### config.mk
export PLATFORM = sky130hd
export DESIGN_NAME = alu
export DESIGN_NICKNAME = d
export VERILOG_FILES = /design/src/rtl/alu.sv
export SDC_FILE = /design/constraint.sdc
export NUM_CORES = 1
export LEC_CHECK = 0
export ABC_AREA = 1
export BUFFER_PORTS_ARGS = -buffer_cell sky130_fd_sc_hd__clkbuf_2
export CAP_MARGIN = 20
export CORE_UTILIZATION = 35
export DETAILED_ROUTE_END_ITERATION = 10
export PLACE_DENSITY = 0.65
export SLEW_MARGIN = 30
export SYNTH_ARGS = -nofsm -noshare
export SYNTH_HDL_FRONTEND = slang
export SYNTH_SLANG_ARGS = --single-unit
### constraint.sdc
create_clock -name clk -period 0.8 [get_ports clk]
set_input_delay 0.12 -clock clk [delete_from_list [all_inputs] [get_ports clk]]
set_output_delay 0.12 -clock clk [all_outputs]
set_load 0.03 [all_outputs]
### src/rtl/alu.sv
// alu: 8-bit two-operand add/sub/and/or unit with a single registered
// output stage holding the result and the carry/borrow flags.
module alu (
  input  logic       clk,
  input  logic       rst,
  input  logic [7:0] a,
  input  logic [7:0] b,
  input  logic [1:0] choice,
  output logic [7:0] c,
  output logic       cout,
  output logic       borrow
);

  localparam int DATA_W = 8;

  localparam logic [1:0] OP_ADD = 2'b00;
  localparam logic [1:0] OP_SUB = 2'b01;
  localparam logic [1:0] OP_AND = 2'b10;
  localparam logic [1:0] OP_OR  = 2'b11;

  // Operands are unsigned; both are zero-extended by one bit so that the
  // ninth bit carries the add carry or the subtract borrow.
  function automatic logic unsigned [DATA_W:0] add_ext(
    input logic unsigned [DATA_W-1:0] x,
    input logic unsigned [DATA_W-1:0] y
  );
    return {1'b0, x} + {1'b0, y};
  endfunction

  // Bit DATA_W of the extended difference is set exactly when x < y.
  function automatic logic unsigned [DATA_W:0] sub_ext(
    input logic unsigned [DATA_W-1:0] x,
    input logic unsigned [DATA_W-1:0] y
  );
    return {1'b0, x} - {1'b0, y};
  endfunction

  logic unsigned [DATA_W:0]   sum_p0;
  logic unsigned [DATA_W:0]   diff_p0;
  logic unsigned [DATA_W-1:0] res_p0;
  logic                       cout_p0;
  logic                       borrow_p0;

  logic unsigned [DATA_W-1:0] res_p1;
  logic                       cout_p1;
  logic                       borrow_p1;

  // Stage p0: combinational decode of the selected operation; flags not
  // owned by the operation are forced low rather than held.
  always_comb begin
    sum_p0    = add_ext(a, b);
    diff_p0   = sub_ext(a, b);
    res_p0    = '0;
    cout_p0   = 1'b0;
    borrow_p0 = 1'b0;
    case (choice)
      OP_ADD: begin
        res_p0  = sum_p0[DATA_W-1:0];
        cout_p0 = sum_p0[DATA_W];
      end
      OP_SUB: begin
        res_p0    = diff_p0[DATA_W-1:0];
        borrow_p0 = diff_p0[DATA_W];
      end
      OP_AND:  res_p0 = a & b;
      OP_OR:   res_p0 = a | b;
      default: res_p0 = '0;
    endcase
  end

  // Stage p1: the single output register; reset clears the visible result
  // and flags at once, discarding whatever was in flight.
  always_ff @(posedge clk or posedge rst) begin
    if (rst) begin
      res_p1    <= '0;
      cout_p1   <= 1'b0;
      borrow_p1 <= 1'b0;
    end else begin
      res_p1    <= res_p0;
      cout_p1   <= cout_p0;
      borrow_p1 <= borrow_p0;
    end
  end

  assign c      = res_p1;
  assign cout   = cout_p1;
  assign borrow = borrow_p1;

endmodule

## Yosys cells after proc, flatten, opt, wreduce, memory -nomap -nowiden

Index checks and enable logic that the tools add are counted.

| storage, ports and cells | value |
|---|---|
| register bits | 10 |
| input port bits | 20 |
| output and inout bits | 10 |

| operators by class | value |
|---|---|
| $add $sub $neg | 2 |
| equal/unequal tests | 3 |
| multiplexer cells | 3 |
| bitwise logic cells | 2 |
| reduce and logical (&&, ||, !) cells | 1 |

Operators with widths:

| cell | count |
|---|---|
| $pmux W8 S4 | 1 |
| $add A8 B8 Y9 | 1 |
| $sub A8 B8 Y9 | 1 |
| $and A8 B8 Y8 | 1 |
| $or A8 B8 Y8 | 1 |
| $eq A2 B2 Y1 const B | 2 |
| $eq A2 B1 Y1 const B | 1 |
| $logic_not A2 Y1 | 1 |
| $mux W1 | 2 |

## Longest topological paths before layout

| logic depth | value |
|---|---|
| depth in word-level cells | 2 |
| depth in mapped cells | 11 |
| depth with buffers taken out | 11 |

## Least setup slack after synthesis

No wires, ideal clock.

| path | value |
|---|---|
| kind | input to register |
| from | input port a[0] |
| to | register borrow_p1, in the netlist borrow |
| library setup time | 0.120 ns |
| data arrival time | 1.227 ns |
| data required time | 0.680 ns |
| setup slack | -0.546 ns |
| stages on the path | 10 |
| buffers on the path | 0 |
| cell sequence | inv_1 -> ha_1 -> fa_1 -> inv_1 -> nand2_1 -> nand2_1 -> nand2_1 -> nand2_1 -> nand4_1 -> and3_1 |

| on the way | value |
|---|---|
| longest elaborated chain between the ends | 2 |

RTL lines:

| what | line | RTL |
|---|---|---|
| from (decl) | 6 | `input logic [7:0] a,` |
| $sub A8 B8 Y9 | 35 | `return {1'b0, x} - {1'b0, y};` |
| $mux W1 | 56 | `case (choice)` |
| net borrow_p0 | 42 | `logic borrow_p0;` |
| to (signal assigned) | 81 | `borrow_p1 <= borrow_p0;` |
| to (decl) | 46 | `logic borrow_p1;` |

The timed path passes the listed nets, and every way through them passes these cells.

## Worst setup path in the final report

| path | value |
|---|---|
| from | input port a[0] |
| to | register res_p1[4], in the netlist c[4] |

| on the way | value |
|---|---|
| longest elaborated chain between the ends | 2 |

RTL lines:

| what | line | RTL |
|---|---|---|
| $sub A8 B8 Y9 / $add A8 B8 Y9 (equally long branches) | 35, 27 |  |
| $pmux W8 S4 (*) | 56 |  |
| net res_p0[4] | 40 | `logic unsigned [DATA_W-1:0] res_p0;` |
| to (signal assigned) | 79 | `res_p1 <= res_p0;` |
| to (decl) | 44 | `logic unsigned [DATA_W-1:0] res_p1;` |

The timed path passes the listed nets; every way through them passes the cells marked *.

==> run_results.csv <==
group,metric,value,unit
clocking,cts_tree,"built",
timing,hold_viol_final,0,
power,p_switching,1020,uW
detailed_routing,ant_nets,0,
min_path,whs_path_depth,2,
timing,setup_violations,20,
finish,diodes,0,
global_routing,grt.total_usage,19.0,%
worst_setup_path,crit_type,"in -> reg",
finish,final_common_cell,"buf_4",
timing,post-route-period-util,151,%
logic_synthesis,synth-seq-area-share,18.3,%
power,power.density,1160,nW/um^2
logic_synthesis,ys_seq_elements,10,
placed_design,gp_congestion,0.856,
min_path,hold_path_class,"in -> reg",
worst_setup_path,startpoint_type,"input pin",
timing,tns,-3690,ps
clocking,cts.sinks,10,
timing,fmax,830,MHz
finish,layout-drive-gt1-share,49.6,%
power,intPower,1740,uW
floorplan,die_h,64.5,um
status,status,"finished, violations left",
timing,tightest_slew,624,ps
power,leakagePower,0.00124,uW
detailed_routing,vias,1517,
finish,mostFrequentLayoutCells,"40 x buf_4, 39 x nand2_1, 28 x inv_1",
floorplan,core_region_area,3690,um^2
placed_design,port_buffers,29,
timing,drv_slew,0,
detailed_routing,drt-total-wl,3750,um
floorplan,io_pins,30,
status,violations,"setup timing",
run,drv_cap,0,
logic_synthesis,syn_inst,208,
logic_synthesis,synth_area,1370,um^2
placed_design,hpwl,2940,um
floorplan,rows,22,
clocking,htree_levels,1,
logic_synthesis,syn_nets,255,
logic_synthesis,syn_avg_cell_area,6.56,um^2
timing,min_period,1200,ps
detailed_routing,via_per_inst,4.60,
power,pwr-share-seq,22.1,%
finish,fin_area,2370,um^2
timing,timing.hold.ws,199,ps
global_routing,grt_max_degree,11,
worst_setup_path,crit_required,910,ps
placed_design,dp_slack,-791,ps
floorplan,design.die.area,4150,um^2
placed_design,placed_cell_area,1930,um^2
power,switching_share,36.8,%
logic_synthesis,ys_top_cells_by_area,"ha_1 23%, dfrtp_1 18%, nand2_1 15%, inv_1 13%, nand3_1 8.4%",
global_routing,grt-ovfl-total,0,
logic_synthesis,yosys.area.top_type,"ha_1",
timing,timing.final.ws_setup,-405,ps
detailed_routing,wl_per_cell,11.4,um
logic_synthesis,synth_top_area_share,22.9,%
finish,fin_nets,330,
clocking,cts_buffers,3,
global_routing,antenna_found_initial,0,
clocking,root_buffer,"clkbuf_8",
worst_setup_path,endpoint_kind,"register",
logic_synthesis,ys.warnings.count,0,
finish,syn_to_final_growth,74.0,%
detailed_routing,drc,0,
clocking,cts_buffer_depth,2,
global_routing,grt_pass1_wl,6230,um
worst_setup_path,critPathMaxFanout,3,
placed_design,dpl.cell_count,319,
timing,rsz0062_at_grt,"true",
floorplan,start_util,37.0,%
power,pwr-share-comb,55.5,%
timing,slew_headroom,58.3,%
global_routing,first_global_vias,1471,
logic_synthesis,ys_types,24,
min_path,hp-start,"choice[1]",
clocking,clkTransAtPathRegs,40,ps
min_path,min_to,"c[0]",
worst_setup_path,cp.arrival,1310,ps
floorplan,die_x,64.5,um
detailed_routing,dr.pass1.iters,4,
finish,fin_cells,330,
detailed_routing,drt_iter0_drc,64,
power,ir_drop,0.418,mV
power,p_clk_share,22.4,%
synthesized netlist by cell type, drive strengths merged:
master  instances
nand4           3
a31oi           1
inv            50
nor3            1
nor2            9
o22ai           5
or2             1
nand3          23
ha             25
nand3b          4
o21a            1
xor2            2
nand2          55
o21bai          1
o221ai          1
a21oi           7
dfrtp          10
and3            1
o21ai           5
fa              2
buf             1
stage by stage:
| step | utilization [%] | power [uW] |
|---|---|---|
| 3_3_place_gp | 52.4 | 1740 |
| 2_1_floorplan | - | 1320 |
| 4_1_cts | 61.1 | 2620 |
| 6_report | 64.4 | 2760 |
| 3_5_place_dp | 52.4 | 1770 |
| 5_1_grt | 64.4 | 2940 |
power groups by stage:
stage | sequential (uW) | combinational [uW] | clock, uW
final | 610 | 1530 | 619
after global routing | 615 | 1670 | 658
after floorplan | 722 | 593 | 0
after detailed placement | 591 | 1180 | 0
after global placement | 589 | 1150 | 0
after CTS | 593 | 1390 | 635
critical path: stages:
cell	delay, ps
clkbuf_16	130
inv_12	30
ha_4	150
fa_2	370
inv_2	80
nand2_4	50
nand2_2	60
nand2_2	60
nand2_2	60
nand2_1	50
nand3_1	60
nand3_1	90
cells by family after synthesis:
logic type      Yosys count  share of synthesized area, %
fa+ha+maj                27                          25.8
buf+inv                  51                          14.3
flops                    10                          18.3
simple gates             97                          31.1
compound gates           21                          9.17
xor+xnor                  2                          1.28
sequential cells by signal (all words and copies together) (netlist names):
| signal | flops |
|---|---|
| c | 8 |
| cout | 1 |
| borrow | 1 |
final cells by class:
| class | count | area (um^2) |
|---|---|---|
| timing repair buffer | 71 | 631 |
| multi-input combinational | 147 | 1170 |
| sequential | 10 | 250 |
| tap | 48 | 60.1 |
| inverter | 50 | 210 |
| clock buffer | 4 | 55.1 |
| fill | 321 | 1310 |
metal layers:
metal | GRT usage, % | up-vias | wire [um]
met5 | 0 | - | 0
met4 | 7.22 | 0 | 70
li1 | - | 799 | -
met1 | 24.2 | 677 | 1690
met2 | 33.7 | 34 | 1860
met3 | 0.704 | 7 | 134
what timing repair did:
item | 4_1_cts | 5_1_grt
setup buffers | 4 | 3
endpoints found under the hold margin | 10 | 0
hold buffers | 1 | 0
endpoints found under the setup margin | 20 | 19
pin swaps | 33 | 20
resized for setup | 60 | 39
how the worst max path moves through the flow:
stage / from / end / cells after the start / slack [ps]
floorplan: a[0] / borrow / 10 / -460
global placement: a[0] / borrow / 11 / -730
detailed placement: a[0] / borrow / 11 / -790
CTS: a[0] / borrow / 11 / -370
global route: a[0] / c[6] / 12 / -450
finish: a[0] / c[4] / 12 / -400
Note: power is estimated with default switching activity, not from simulation.
